`config.mk`:
```
export PLATFORM = sky130hd
export DESIGN_NAME = scr1_dmem_wb_adapter_flat
export DESIGN_NICKNAME = d
export VERILOG_FILES = /design/src/rtl/scr1_wb_pkg.sv /design/src/rtl/scr1_dmem_wb_adapter_if.sv /design/src/rtl/scr1_dmem_lane_align.sv /design/src/rtl/scr1_dmem_wb_adapter.sv /design/src/flat_wrapper.sv
export SDC_FILE = /design/constraint.sdc
export NUM_CORES = 1
export LEC_CHECK = 0
export ABC_CLOCK_PERIOD_IN_PS = 1700
export BUFFER_PORTS_ARGS = -buffer_cell sky130_fd_sc_hd__buf_2
export CAP_MARGIN = 20
export CORE_MARGIN = 5
export CORE_UTILIZATION = 23
export CTS_BUF_LIST = sky130_fd_sc_hd__clkbuf_4 sky130_fd_sc_hd__clkbuf_8
export DETAILED_ROUTE_END_ITERATION = 8
export GPL_TIMING_DRIVEN = 0
export SLEW_MARGIN = 40
export SYNTH_ARGS = -nofsm -noshare
export SYNTH_HDL_FRONTEND = slang
export SYNTH_SLANG_ARGS = --single-unit
```
`constraint.sdc`:
```
create_clock -name wb_clk_i -period 1.7 [get_ports wb_clk_i]
set_input_delay 0.425 -clock wb_clk_i [delete_from_list [all_inputs] [get_ports wb_clk_i]]
set_output_delay 0.425 -clock wb_clk_i [all_outputs]
set_load 0.005 [all_outputs]
```
`src/rtl/scr1_wb_pkg.sv`:
```
// Shared types for the SCR1 data-memory to Wishbone request-port adapter:
// SCR1 memory encodings, adapter FSM states and the byte-strobe helper.
package scr1_wb_pkg;

    typedef enum logic {
        SCR1_MEM_CMD_RD = 1'b0,
        SCR1_MEM_CMD_WR = 1'b1
    } type_scr1_mem_cmd_e;

    typedef enum logic [1:0] {
        SCR1_MEM_WIDTH_BYTE  = 2'b00,
        SCR1_MEM_WIDTH_HWORD = 2'b01,
        SCR1_MEM_WIDTH_WORD  = 2'b10,
        SCR1_MEM_WIDTH_ERROR = 2'b11
    } type_scr1_mem_width_e;

    typedef enum logic [1:0] {
        SCR1_MEM_RESP_NOTRDY = 2'b00,
        SCR1_MEM_RESP_RDY_OK = 2'b01,
        SCR1_MEM_RESP_RDY_ER = 2'b10
    } type_scr1_mem_resp_e;

    typedef enum logic [2:0] {
        ST_IDLE  = 3'd0,
        ST_REQ   = 3'd1,
        ST_WAIT  = 3'd2,
        ST_RESP  = 3'd3,
        ST_DRAIN = 3'd4
    } dmem_wb_state_e;

    // Byte-lane enables for an access of the given width at the given byte offset.
    function automatic logic [3:0] strb_gen(input logic [1:0] width,
                                            input logic [1:0] addr_lo);
        logic [3:0] strb;
        case (width)
            SCR1_MEM_WIDTH_BYTE:  strb = 4'b0001 << addr_lo;
            SCR1_MEM_WIDTH_HWORD: strb = 4'b0011 << addr_lo;
            SCR1_MEM_WIDTH_WORD:  strb = 4'b1111;
            default:              strb = 4'b0000;
        endcase
        return strb;
    endfunction

endpackage

```
`src/rtl/scr1_dmem_wb_adapter_if.sv`:
```
// Bus bundles around the adapter: the SCR1 core data-memory port and the
// simple request port of the Wishbone master.
interface scr1_dmem_if;
    logic        dmem_req;
    logic        dmem_cmd;
    logic [1:0]  dmem_width;
    logic [31:0] dmem_addr;
    logic [31:0] dmem_wdata;
    logic        dmem_req_ack;
    logic [31:0] dmem_rdata;
    logic [1:0]  dmem_resp;

    // Core side issues requests
    modport master (
        output dmem_req, dmem_cmd, dmem_width, dmem_addr, dmem_wdata,
        input  dmem_req_ack, dmem_rdata, dmem_resp
    );

    // Adapter side serves them
    modport slave (
        input  dmem_req, dmem_cmd, dmem_width, dmem_addr, dmem_wdata,
        output dmem_req_ack, dmem_rdata, dmem_resp
    );
endinterface

interface scr1_wb_mem_if;
    logic        mem_valid;
    logic [31:0] mem_addr_o;
    logic [31:0] mem_wdata_o;
    logic [3:0]  mem_wstrb_o;
    logic        mem_ack;
    logic        mem_ready;
    logic [31:0] mem_rdata;

    // Adapter side presents requests to the Wishbone master
    modport master (
        output mem_valid, mem_addr_o, mem_wdata_o, mem_wstrb_o,
        input  mem_ack, mem_ready, mem_rdata
    );

    // Wishbone master side accepts and completes them
    modport slave (
        input  mem_valid, mem_addr_o, mem_wdata_o, mem_wstrb_o,
        output mem_ack, mem_ready, mem_rdata
    );
endinterface

```
`src/rtl/scr1_dmem_lane_align.sv`:
```
// Combinational lane logic: byte strobes, write-data replication across
// lanes and the misalignment flag for an incoming SCR1 request.
module scr1_dmem_lane_align
    import scr1_wb_pkg::*;
(
    input  logic [1:0]  i_width,
    input  logic [1:0]  i_addr_lo,
    input  logic [31:0] i_wdata,
    output logic [3:0]  o_strb,
    output logic [31:0] o_wdata,
    output logic        o_misaligned
);

    always_comb begin
        o_strb       = strb_gen(i_width, i_addr_lo);
        o_wdata      = i_wdata;
        o_misaligned = 1'b0;
        // Replicating the narrow datum puts it on every lane, so the strobes alone pick the target bytes
        case (i_width)
            SCR1_MEM_WIDTH_BYTE: begin
                o_wdata = {4{i_wdata[7:0]}};
            end
            SCR1_MEM_WIDTH_HWORD: begin
                o_wdata      = {2{i_wdata[15:0]}};
                o_misaligned = i_addr_lo[0];
            end
            SCR1_MEM_WIDTH_WORD: begin
                o_misaligned = |i_addr_lo;
            end
            default: begin
                o_misaligned = 1'b1;
            end
        endcase
    end

endmodule

```
`src/rtl/scr1_dmem_wb_adapter.sv`:
```
// SCR1 data-memory port to Wishbone master request-port adapter: one
// transaction at a time, alignment check, completion timeout with drain.
module scr1_dmem_wb_adapter
    import scr1_wb_pkg::*;
#(
    parameter int unsigned TIMEOUT_CYCLES = 1023
)
(
    input  logic          wb_clk_i,
    input  logic          wb_rst_i,
    scr1_dmem_if.slave    dmem,
    scr1_wb_mem_if.master mem
);

    localparam int unsigned CNT_W = (TIMEOUT_CYCLES < 2) ? 1 : $clog2(TIMEOUT_CYCLES + 1);
    localparam logic [CNT_W-1:0] TMO_LIM = CNT_W'(TIMEOUT_CYCLES);

    dmem_wb_state_e      r_state;
    dmem_wb_state_e      w_state_nxt;
    type_scr1_mem_resp_e r_resp;
    type_scr1_mem_resp_e w_resp_nxt;

    logic [3:0]       w_strb;
    logic [31:0]      w_wdata_rep;
    logic             w_misaligned;
    logic             w_timeout;
    logic             w_issue;
    logic             w_reject;
    logic             w_capture;
    logic             w_set_drain;

    logic             r_cmd_wr;
    logic             r_drain;
    logic             r_mem_valid;
    logic [31:0]      r_mem_addr;
    logic [31:0]      r_mem_wdata;
    logic [3:0]       r_mem_wstrb;
    logic [31:0]      r_rdata;
    logic [CNT_W-1:0] r_cnt;

    scr1_dmem_lane_align u_lane_align (
        .i_width      (dmem.dmem_width),
        .i_addr_lo    (dmem.dmem_addr[1:0]),
        .i_wdata      (dmem.dmem_wdata),
        .o_strb       (w_strb),
        .o_wdata      (w_wdata_rep),
        .o_misaligned (w_misaligned)
    );

    // A zero limit disables the timeout entirely
    assign w_timeout = (TIMEOUT_CYCLES != 0) && (r_state == ST_WAIT) && (r_cnt == TMO_LIM);

    always_ff @(posedge wb_clk_i) begin
        if (wb_rst_i) begin
            r_state <= ST_IDLE;
        end else begin
            r_state <= w_state_nxt;
        end
    end

    always_comb begin
        w_state_nxt = r_state;
        w_resp_nxt  = SCR1_MEM_RESP_NOTRDY;
        w_issue     = 1'b0;
        w_reject    = 1'b0;
        w_capture   = 1'b0;
        w_set_drain = 1'b0;
        case (r_state)
            ST_IDLE: begin
                if (dmem.dmem_req) begin
                    if (w_misaligned) begin
                        w_reject    = 1'b1;
                        w_resp_nxt  = SCR1_MEM_RESP_RDY_ER;
                        w_state_nxt = ST_RESP;
                    end else begin
                        w_issue     = 1'b1;
                        w_state_nxt = ST_REQ;
                    end
                end
            end
            ST_REQ: begin
                if (mem.mem_ack) begin
                    w_state_nxt = ST_WAIT;
                end
            end
            ST_WAIT: begin
                if (mem.mem_ready) begin
                    w_capture   = 1'b1;
                    w_resp_nxt  = SCR1_MEM_RESP_RDY_OK;
                    w_state_nxt = ST_RESP;
                end else if (w_timeout) begin
                    w_set_drain = 1'b1;
                    w_resp_nxt  = SCR1_MEM_RESP_RDY_ER;
                    w_state_nxt = ST_RESP;
                end
            end
            ST_RESP: begin
                w_state_nxt = r_drain ? ST_DRAIN : ST_IDLE;
            end
            ST_DRAIN: begin
                // The master still owes a completion for the abandoned request
                if (mem.mem_ready) begin
                    w_state_nxt = ST_IDLE;
                end
            end
            default: begin
                w_state_nxt = ST_IDLE;
            end
        endcase
    end

    always_ff @(posedge wb_clk_i) begin
        if (wb_rst_i) begin
            r_cmd_wr    <= 1'b0;
            r_drain     <= 1'b0;
            r_mem_valid <= 1'b0;
            r_mem_addr  <= '0;
            r_mem_wdata <= '0;
            r_mem_wstrb <= '0;
            r_rdata     <= '0;
            r_resp      <= SCR1_MEM_RESP_NOTRDY;
            r_cnt       <= '0;
        end else begin
            r_mem_valid <= (w_state_nxt == ST_REQ);
            r_resp      <= w_resp_nxt;
            r_cnt       <= (r_state == ST_WAIT) ? r_cnt + 1'b1 : '0;

            if (w_issue) begin
                r_cmd_wr    <= dmem.dmem_cmd;
                r_mem_addr  <= {dmem.dmem_addr[31:2], 2'b00};
                r_mem_wstrb <= dmem.dmem_cmd ? w_strb : 4'b0000;
                r_mem_wdata <= w_wdata_rep;
            end

            if (w_reject || w_set_drain) begin
                r_rdata <= '0;
            end else if (w_capture) begin
                r_rdata <= r_cmd_wr ? '0 : mem.mem_rdata;
            end

            if (w_set_drain) begin
                r_drain <= 1'b1;
            end else if (r_state == ST_RESP) begin
                r_drain <= 1'b0;
            end
        end
    end

    assign dmem.dmem_req_ack = (r_state == ST_IDLE);
    assign dmem.dmem_rdata   = r_rdata;
    assign dmem.dmem_resp    = r_resp;

    assign mem.mem_valid   = r_mem_valid;
    assign mem.mem_addr_o  = r_mem_addr;
    assign mem.mem_wdata_o = r_mem_wdata;
    assign mem.mem_wstrb_o = r_mem_wstrb;

endmodule
```
`src/flat_wrapper.sv`:
```
// flat-port wrapper written by rule: the top's interface ports become plain ports
module scr1_dmem_wb_adapter_flat import scr1_wb_pkg::*;
#(
    parameter int unsigned TIMEOUT_CYCLES = 1023
)
  (wb_clk_i, wb_rst_i, dmem_dmem_req, dmem_dmem_cmd, dmem_dmem_width, dmem_dmem_addr, dmem_dmem_wdata, dmem_dmem_req_ack, dmem_dmem_rdata, dmem_dmem_resp, mem_mem_valid, mem_mem_addr_o, mem_mem_wdata_o, mem_mem_wstrb_o, mem_mem_ack, mem_mem_ready, mem_mem_rdata);
  scr1_dmem_if dmem_i ();
  scr1_wb_mem_if mem_i ();
  input  logic wb_clk_i;
  input  logic wb_rst_i;
  input wire logic [$bits(dmem_i.dmem_req)-1:0] dmem_dmem_req;
  input wire logic [$bits(dmem_i.dmem_cmd)-1:0] dmem_dmem_cmd;
  input wire logic [$bits(dmem_i.dmem_width)-1:0] dmem_dmem_width;
  input wire logic [$bits(dmem_i.dmem_addr)-1:0] dmem_dmem_addr;
  input wire logic [$bits(dmem_i.dmem_wdata)-1:0] dmem_dmem_wdata;
  output wire logic [$bits(dmem_i.dmem_req_ack)-1:0] dmem_dmem_req_ack;
  output wire logic [$bits(dmem_i.dmem_rdata)-1:0] dmem_dmem_rdata;
  output wire logic [$bits(dmem_i.dmem_resp)-1:0] dmem_dmem_resp;
  output wire logic [$bits(mem_i.mem_valid)-1:0] mem_mem_valid;
  output wire logic [$bits(mem_i.mem_addr_o)-1:0] mem_mem_addr_o;
  output wire logic [$bits(mem_i.mem_wdata_o)-1:0] mem_mem_wdata_o;
  output wire logic [$bits(mem_i.mem_wstrb_o)-1:0] mem_mem_wstrb_o;
  input wire logic [$bits(mem_i.mem_ack)-1:0] mem_mem_ack;
  input wire logic [$bits(mem_i.mem_ready)-1:0] mem_mem_ready;
  input wire logic [$bits(mem_i.mem_rdata)-1:0] mem_mem_rdata;
  assign dmem_i.dmem_req = dmem_dmem_req;
  assign dmem_i.dmem_cmd = dmem_dmem_cmd;
  assign dmem_i.dmem_width = dmem_dmem_width;
  assign dmem_i.dmem_addr = dmem_dmem_addr;
  assign dmem_i.dmem_wdata = dmem_dmem_wdata;
  assign dmem_dmem_req_ack = dmem_i.dmem_req_ack;
  assign dmem_dmem_rdata = dmem_i.dmem_rdata;
  assign dmem_dmem_resp = dmem_i.dmem_resp;
  assign mem_mem_valid = mem_i.mem_valid;
  assign mem_mem_addr_o = mem_i.mem_addr_o;
  assign mem_mem_wdata_o = mem_i.mem_wdata_o;
  assign mem_mem_wstrb_o = mem_i.mem_wstrb_o;
  assign mem_i.mem_ack = mem_mem_ack;
  assign mem_i.mem_ready = mem_mem_ready;
  assign mem_i.mem_rdata = mem_mem_rdata;
  scr1_dmem_wb_adapter #(.TIMEOUT_CYCLES(TIMEOUT_CYCLES)) u_core (.wb_clk_i(wb_clk_i), .wb_rst_i(wb_rst_i), .dmem(dmem_i), .mem(mem_i));
endmodule
```
# [Word-level counts from Yosys, hierarchy flattened]
# Cells that the tools add are included.
# W data, S select, Z words.
[op_classes] n_addsub=1 n_mul=0 div=0 magnitude_cmp=0 eq_ne=8 n_shift=2 muxes=31 bitwise=1 n_reduce_logical=8
[op_table] op="$pmux W32 S2" n=1
[op_table] op="$mux W32" n=1
[op_table] op="$mux W3" n=6
[op_table] op="$pmux W3 S5" n=1
[op_table] op="$mux W1" n=13
[op_table] op="$pmux W4 S3" n=1
[op_table] op="$add A10 B1 Y10 const B" n=1
[op_table] op="$eq A10 B10 Y1 const B" n=1
[op_table] op="$mux W2" n=5
[op_table] op="$eq A3 B1 Y1 const B" n=2
[op_table] op="$eq A3 B2 Y1 const B" n=2
[op_table] op="$reduce_or A2 Y1" n=3
[op_table] op="$mux W4" n=1
[op_table] op="$pmux W2 S2" n=1
[op_table] op="$shl A1 B2 Y4 const A" n=1
[op_table] op="$shl A2 B2 Y4 const A" n=1
[op_table] op="$eq A3 B3 Y1 const B" n=1
[op_table] op="$logic_not A3 Y1" n=1
[op_table] op="$pmux W1 S3" n=1
[op_table] op="$eq A2 B1 Y1 const B" n=1
[op_table] op="$eq A2 B2 Y1 const B" n=1
[op_table] op="$logic_not A2 Y1" n=1
[op_table] op="$reduce_bool A2 Y1" n=1
[op_table] op="$logic_and A1 B1 Y1" n=1
[op_table] op="other kinds (2)" n=2
[word_totals] register_bits=116 latch_bits=0 ramBits=0 mem_bits_ro=0 inputBits=104 out_inout_bits=104 wordCells=61 memories=0

# [Longest topological paths before layout]
# Gate-level depths: netlist of run 1.
[logic_depth] word_depth=7 mapped_depth=7 mapped_depth_nobuf=5

# [By module]
# Synthesis of run 1 repeated with hierarchy kept, for this count alone.
[unflattened] cells_unflattened=587 hier_area_um2=4897.2
[by_module_without_submodules] module="scr1_dmem_wb_adapter" n_inst=1 cells_each=521 area_per_inst_um2=4282.9 seq_area_each_um2=2322.2
[by_module_without_submodules] module="scr1_dmem_lane_align" n_inst=1 cells_each=66 area_per_inst_um2=614.3 seq_area_each_um2=0.0

# [Least setup slack after synthesis of run 1]
# OpenSTA, ideal clock, no wires.
[synth_timing] path_type="reg-to-reg" from="reg u_core.r_cnt[0]" to="reg u_core.r_rdata[21], in the netlist u_core.dmem.dmem_rdata[21]" setup_ps=114 t_arrival_ps=1509 t_required_ps=1586 path_slack_ps=77 path_stages_with_launch=7 n_path_buf=1 period_less_slack_ps=1623 cell_sequence="dfxtp_1 ha_1 nand4_1 nor4_1 a211o_2 buf_4 nor2_1"
[synth_via] elab_chain_len=7
[synth_rtl] item="start: declaration" line="scr1_dmem_wb_adapter.sv:39" source="logic [CNT_W-1:0] r_cnt;"
[synth_rtl] item="start signal: assignment" line="scr1_dmem_wb_adapter.sv:126" source="r_cnt <= (r_state == ST_WAIT) ? r_cnt + 1'b1 : '0;"
[synth_rtl] item="$eq A10 B10 Y1" line="scr1_dmem_wb_adapter.sv:51" source="assign w_timeout = (TIMEOUT_CYCLES != 0) && (r_state == ST_WAIT) && (r_cnt == TMO_LIM);"
[synth_rtl] item="$logic_and A1 B1 Y1" line="scr1_dmem_wb_adapter.sv:51"
[synth_rtl] item="$mux W1" line="scr1_dmem_wb_adapter.sv:91" source="end else if (w_timeout) begin"
[synth_rtl] item="$mux W1" line="scr1_dmem_wb_adapter.sv:87" source="if (mem.mem_ready) begin"
[synth_rtl] item="$mux W1" line="scr1_dmem_wb_adapter.sv:68" source="case (r_state)"
[synth_rtl] item="$logic_or A1 B1 Y1" line="scr1_dmem_wb_adapter.sv:135" source="if (w_reject || w_set_drain) begin"
[synth_rtl] item="$reduce_or A2 Y1 (no source line)"
[synth_rtl] item="end signal: assignment" line="scr1_dmem_wb_adapter.sv:138" source="r_rdata <= r_cmd_wr ? '0 : mem.mem_rdata;"
[synth_rtl] item="end: declaration" line="scr1_dmem_wb_adapter.sv:38" source="logic [31:0] r_rdata;"
# Every way passes these cells.
# A chain may end at the register's enable or synchronous reset.

# [Worst setup path after layout of run 1]
[layout_timing] from="reg u_core.r_state[0]" to="reg u_core.r_mem_addr[25], in the netlist u_core.mem.mem_addr_o[25]"
[layout_via] elab_chain_len=2
[layout_rtl] item="start: declaration" line="scr1_dmem_wb_adapter.sv:18" source="dmem_wb_state_e r_state;"
[layout_rtl] item="start signal: assignment" line="scr1_dmem_wb_adapter.sv:57" source="r_state <= w_state_nxt;"
[layout_rtl] item="$logic_not A3 Y1" line="scr1_dmem_wb_adapter.sv:68"
[layout_rtl] item="$mux W1" line="scr1_dmem_wb_adapter.sv:68"
[layout_rtl] item="end signal: assignment" line="scr1_dmem_wb_adapter.sv:130" source="r_mem_addr <= {dmem.dmem_addr[31:2], 2'b00};"
[layout_rtl] item="end: declaration" line="scr1_dmem_wb_adapter.sv:35" source="logic [31:0] r_mem_addr;"
# Every way passes these cells.

==> impl_metrics.yaml, run 1 <==
timing:
  setup_tns_ns: -0.607
  rsz0062_at_grt: "true"
  worst_slack_ns: -0.0449
  hold_violations: 0
  finClkSkew_ns: 0.0108
  tightest_slew_ns: 0.798
  fmax_ghz: 0.573
  final_max_slew_viol_count: 0
  fin_crit_ns: 1.74
  slew_headroom: 0.468
  setup_viol: 27
  hold_slack_ns: 0.223
  fin_crit_sh: 1.03
global_routing:
  grt_pass1_wl_mm: 25.6
  grt_pass1_vias: 4700
  grt_antenna_before_repair: 1
  grt_overflow_total: 0
  grt_max_degree: 17
  gr-usage-all-layers: 0.137
worst_setup_path:
  critPathArrivalTime_ns: 2.11
  required_ns: 2.06
  r2r_cells: 9
  r2r_setup_slack_ns: -0.04
  endpoint_kind: "flip-flop"
  rr_startpoint: "u_core.r_state[0]"
  start_kind: "flip-flop"
  crit_fanout: 6
  crit_path_end: "u_core.mem.mem_addr_o[25]"
  r2r_end: "u_core.mem.mem_addr_o[25]"
  path_class: "flip-flop to flip-flop"
  startpoint: "u_core.r_state[0]"
synthesis:
  ys_ff_latch: 116
  synth.cell_area_um2: 4730
  synth_edf_count: 0
  async_flop_share: 0
  seq_area_frac_synth: 0.491
  dominantRegCellSynth: "dfxtp_1"
  synth.avg_cell_area_um2: 8.23
  syn_inst: 575
  ys_warn_count: 0
  synth_cell_type_count: 38
cts:
  clkSinkCount: 116
  cts_max_level: 4
  ctsHoldBuffers: 0
  insertion_delay_ns: 0.43
  clockBufferDepth: 2
  cts_buffers: 17
  cts_tree: "yes"
  root_buffer: "clkbuf_8"
  cts.reportedPaths.clkPinSlew_ns: 0.08
route:
  vias: 4876
  wl_mm: 16.9
  drtIter0Drc: 210
  wl_per_cell_um: 15.4
  postRouteAntennaNets: 0
  drc: 0
  drtPass1Iterations: 4
  via_per_inst: 4.43
pwr:
  comb_power_share: 0.162
  leakage_nw: 3.21
  p_switching_mw: 1.87
  p_clk_frac: 0.437
  power_frac_seq: 0.401
  swShare: 0.256
  power_density_nw_per_um2: 1000
  internal_power_mw: 5.44
  ir_worst_vdd_v: 0.000410
cells_and_area:
  fin_nets: 922
  regArea_um2: 2330
  drive_above_1_share: 0.427
  fill_cells: 2146
  multi_input_area_um2: 2510
  syn_to_final_growth_pct: 53.8
  antenna_cells: 0
floorplan:
  die_w_um: 153
  start_util: 0.234
  ios: 208
  die_h_um: 153
  dieArea_um2: 23500
  rows: 52
  coreArea_um2: 20200
placed_design:
  numPortBuffers: 204
  place.gp.congestion: 0.810
  dp_hpwl_mm: 11.9
worst_hold_path:
  min_path_type: "input pin to flip-flop"
job:
  cap_violations: 0
outcome:
  outcome: "finished, violations left"
  violations: "setup timing"
-- synth_stat cells (5+ instances only) --
cell type / number / area share
a211oi_1: 5 / 0.0079
a21oi_1: 89 / 0.094
a311oi_1: 9 / 0.017
buf_2: 6 / 0.0063
buf_4: 12 / 0.019
clkbuf_1: 25 / 0.020
dfxtp_1: 116 / 0.49
inv_1: 5 / 0.0040
mux2i_1: 16 / 0.034
nand2_1: 117 / 0.093
nand2b_1: 5 / 0.0066
nand3_1: 7 / 0.0074
nor2_1: 68 / 0.054
nor3_1: 5 / 0.0053
nor3b_1: 32 / 0.051
o21ai_0: 19 / 0.020
-- stage by stage --
stage	cells	setup slack, ns	utilization	power, mW	area (um^2)
2_1_floorplan	576	0.0774	-	3.49	4740
3_3_place_gp	1050	-0.512	0.301	3.93	6100
3_5_place_dp	1050	-0.475	0.301	3.93	6100
4_1_cts	1091	-0.0149	0.336	7.27	6790
5_1_grt	1100	-0.112	0.360	7.67	7280
6_report	1100	-0.0449	0.360	7.31	7280
-- critical path: stages (launching register included) --
cell and delay, ns:
dfxtp_2 0.33, buf_6 0.13, nor4b_4 0.23, buf_4 0.18, o21a_1 0.19, buf_6 0.16, buf_12 0.13, clkbuf_16 0.16
nand2_4 0.04, a21oi_2 0.12
-- metal layers --
metal / GRT usage / share of wire
met1: 0.168 / 0.43
met2: 0.221 / 0.47
met3: 0.0580 / 0.087
met4: 0.0416 / 0.015
met5: 0 / 0.00077
-- kinds of logic (layout without fill, tap and decap cells) --
kind of cell,count (synthesis),in the layout,synth area share
AND/OR/NAND/NOR,248,248,0.243
AO/OA/AOI/OAI,133,133,0.159
flip-flops,116,116,0.491
buffers and inverters,53,307,0.0563
multiplexers,16,16,0.0338
XOR/XNOR,7,7,0.0130
adder cells (fa/ha/maj),1,1,0.00264
other,1,2,0.000792
-- worst min path at each step --
| stage | startpoint | endpoint | slack, ns | cells after the start |
|---|---|---|---|---|
| finish | dmem_dmem_addr[21] | u_core.mem.mem_addr_o[21] | 0.22 | 3 |
| global placement | u_core.mem.mem_addr_o[6] | u_core.mem.mem_addr_o[6] | 0.44 | 2 |
| floorplan | u_core.r_cnt[0] | u_core.r_cnt[0] | 0.43 | 1 |
| global route | dmem_dmem_addr[18] | u_core.mem.mem_addr_o[18] | 0.19 | 3 |
| detailed placement | u_core.mem.mem_addr_o[31] | u_core.mem.mem_addr_o[31] | 0.44 | 2 |
| CTS | dmem_dmem_addr[22] | u_core.mem.mem_addr_o[22] | 0.18 | 3 |
-- power groups by stage --
| stage | clock (mW) | combinational [mW] | sequential, mW |
|---|---|---|---|
| 2_1_floorplan | 0 | 0.496 | 2.99 |
| 3_3_place_gp | 0 | 0.950 | 2.98 |
| 3_5_place_dp | 0 | 0.950 | 2.98 |
| 4_1_cts | 3.30 | 1.03 | 2.93 |
| 5_1_grt | 3.42 | 1.30 | 2.95 |
| 6_report | 3.19 | 1.19 | 2.94 |
-- area by class of cell --
class | instances | area share
clock inverter | 10 | 0.0275
buffer | 47 | 0.0462
clock buffer | 22 | 0.0399
multi-input combinational | 407 | 0.344
sequential | 116 | 0.321
tap | 270 | 0.0464
timing repair buffer | 223 | 0.173
inverter | 5 | 0.00258
-- timing repair --
| item | in CTS | in global routing |
|---|---|---|
| buffers inserted | 7 | 7 |
| pin swaps | 5 | 47 |
| gates resized for setup | 31 | 106 |
| gates cloned | 3 | 2 |
| endpoints found under the setup margin | 101 | 100 |
-- sequential cells by signal (all words and copies together), names as in the netlist --
register	count
u_core.r_cnt	10
u_core.r_cmd_wr	1
u_core.mem.mem_wdata_o	32
u_core.dmem.dmem_resp	2
u_core.mem.mem_wstrb_o	4
u_core.dmem.dmem_rdata	32
u_core.mem.mem_valid	1
u_core.r_drain	1
u_core.r_state	3
u_core.mem.mem_addr_o	30
-- layout by cell type (no fill, tap or decap), types with 3 or more instances in the layout --
master       n
dfxtp_2      3
buf_4       12
nor3_1       5
mux2i_1     16
nand2_2      4
a211oi_2     3
xnor2_1      3
buf_2      209
clkinv_2     4
a21oi_2     31
nand4_1      3
buf_6       10
dfxtp_1    111
inv_1        5
nand2_1     95
nor3b_1     30
o21ai_0     19
nand3_1      5
xor2_1       4
buf_8        7
nand2_4     18
a21oi_1     58
clkbuf_1    21
bufinv_16    6
nand3b_1     3
buf_12       3
nand2b_1     4
a211oi_1     5
nor2_1      67
clkbuf_2     4
clkbuf_8    20
a311oi_1     8
(Power assumes the default switching activity.)
==> run 2, diff against run 1 <==
Settings changed: ABC_CLOCK_PERIOD_IN_PS 1700 to 2300.
Clock period 1.7 ns to 2.3 ns, I/O delays scaled along.
==> run 2 against run 1 <==
  * The flow now finishes without violations
  * Routed wire length decreased by 5.8%
  * First-iteration DRC count increased by 1.4%
  * Combinational power decreased by 42%
  * Worst hold slack better by 0.15 ns
  * Maximum frequency is 12% lower
  * Clock power shrank 26%
  * Sequential share of layout area increased by 3.2 points
  * Sequential power fell by 27%
  * Non-clock buffer count fell by 18
  * Critical path depth down 3
  * Final cell count is 1.6% lower
  * Final area shrank 9.5%
==> impl_metrics.yaml, run 2 (synthesis results as in run 1) <==
worst_hold_path:
  worstHoldPathCells: 3
  holdPathEnd: "u_core.mem.mem_addr_o[27]"
  min_path_type: "input pin to flip-flop"
  min_from: "dmem_dmem_addr[27]"
global_routing:
  grt_antenna_before_repair: 1
  grt_pass1_vias: 4643
  grt_pass1_wl_mm: 25.1
  grt_max_degree: 17
  grt_overflow_total: 0
  gr-usage-all-layers: 0.134
cells_and_area:
  multi_input_area_um2: 2150
  fin_area_um2: 6590
  post-route-util: 0.326
  regArea_um2: 2320
  layout_commonest_cell: "buf_2"
  syn_to_final_growth_pct: 39.1
  fin_nets: 904
  fill_cells: 2227
  drive_above_1_share: 0.323
  antenna_cells: 0
  final_cell_mix: "buf_2 (210), nand2_1 (117), dfxtp_1 (116)"
worst_setup_path:
  start_kind: "flip-flop"
  r2r_cells: 6
  rr_startpoint: "u_core.r_cnt[0]"
  cpLargestDelayFamily: "simple AND/OR/NAND/NOR gates"
  cp_slowest_cell: "nor4_1"
  critPathBufInv: 1
  crit_fanout: 10
  crit_chain: "ha_1 > nand4_1 > nor4_1 > a211o_2 > buf_4 > nor2_1"
  critPathArrivalTime_ns: 2.31
  required_ns: 2.63
  endpoint_kind: "flip-flop"
  r2r_end: "u_core.dmem.dmem_rdata[29]"
  r2r_setup_slack_ns: 0.31
  slowest_delay_ns: 0.59
  path_class: "flip-flop to flip-flop"
floorplan:
  die_w_um: 153
  start_util: 0.234
  die_h_um: 153
  coreArea_um2: 20200
  rows: 52
  dieArea_um2: 23500
  ios: 208
cts:
  clockBufferDepth: 2
  post-cts-setup-buffers: 0
  ctsHoldBuffers: 0
  clkSinkCount: 116
  cts_buffers: 17
  cts_tree: "yes"
  root_buffer: "clkbuf_8"
  cts.reportedPaths.clkPinSlew_ns: 0.07
  insertion_delay_ns: 0.43
  cts_resized: 0
  cts_max_level: 4
pwr:
  p_clk_frac: 0.452
  internal_power_mw: 3.91
  ir_worst_vdd_v: 0.000300
  p_switching_mw: 1.29
  power_density_nw_per_um2: 790
  power_frac_seq: 0.415
  leakage_nw: 2.87
  comb_power_share: 0.133
  swShare: 0.248
timing:
  worst_slack_ns: 0.312
  fin_crit_ns: 1.99
  final_max_slew_viol_count: 0
  slew_headroom: 0.509
  rsz0062_at_grt: "false"
  hold_slack_ns: 0.376
  finClkSkew_ns: 0.00975
  hold_violations: 0
  tightest_slew_ns: 0.736
  fin_crit_sh: 0.865
  setup_viol: 0
  fmax_ghz: 0.503
placed_design:
  placed_cell_area_um2: 6100
  place.gp.congestion: 0.810
  numPortBuffers: 204
  dp_hpwl_mm: 11.9
  place_ws_ns: -0.0252
route:
  wl_mm: 15.9
  drtPass1Iterations: 4
  wl_per_cell_um: 14.7
  drtIter0Drc: 213
  drc: 0
  via_per_inst: 4.39
  vias: 4752
  postRouteAntennaNets: 0
job:
  cap_violations: 0
outcome:
  outcome: "finished, final reports clean"
==> run 2: changes by cell type in the layout (fill, tap and decap cells not counted), sizes merged <==
| cell | before | now |
|---|---|---|
| clkbuf | 49 | 47 |
| buf | 243 | 227 |
==> run 2: stage by stage <==
step	setup TNS, ns	instances	total power [mW]
after floorplan	0	576	2.58
after global placement	-0.499	1050	2.90
after detailed placement	-0.139	1050	2.91
after CTS	0	1082	5.31
after global routing	0	1082	5.48
final	0	1082	5.20
==> run 2: power by group through the flow <==
stage,Clock [mW],Sequential (mW),Combinational [mW]
2_1_floorplan,0,2.21,0.367
3_3_place_gp,0,2.20,0.702
3_5_place_dp,0,2.21,0.702
4_1_cts,2.44,2.16,0.704
5_1_grt,2.53,2.17,0.776
6_report,2.35,2.16,0.691
==> run 2: worst max-delay path by stage <==
stage | startpoint | endpoint | slack [ns] | depth (start not counted)
3_3_place_gp | dmem_dmem_addr[0] | u_core.mem.mem_wdata_o[6] | -0.06 | 6
2_1_floorplan | u_core.r_cnt[0] | u_core.dmem.dmem_rdata[21] | 0.68 | 6
4_1_cts | u_core.r_cnt[0] | u_core.dmem.dmem_rdata[29] | 0.29 | 6
5_1_grt | u_core.r_cnt[0] | u_core.dmem.dmem_rdata[23] | 0.09 | 6
3_5_place_dp | dmem_dmem_addr[0] | u_core.mem.mem_wdata_o[25] | -0.03 | 6
6_report | u_core.r_cnt[0] | u_core.dmem.dmem_rdata[29] | 0.31 | 6
==> run 2: area by class of cell <==
type,instances,share of cell area
multi-input cells,407,0.326
clock inverters,10,0.0304
plain buffers,48,0.0376
repair buffers,204,0.155
well taps,270,0.0513
inverters,5,0.00285
flip-flops and latches,116,0.353
clock buffers,22,0.0441
==> run 2: tightest hold or removal path, cell delays in order <==
cell and delay [ns]:
buf_2 0.09, nand2_1 0.04, a21oi_1 0.05
==> run 2: metal layers <==
metal	GRT usage	wire [um]	vias up
met2	0.216	7320	164
met3	0.0577	1440	23
li1	-	-	2394
met4	0.0408	231	2
met5	0	13	-
met1	0.162	6940	2169
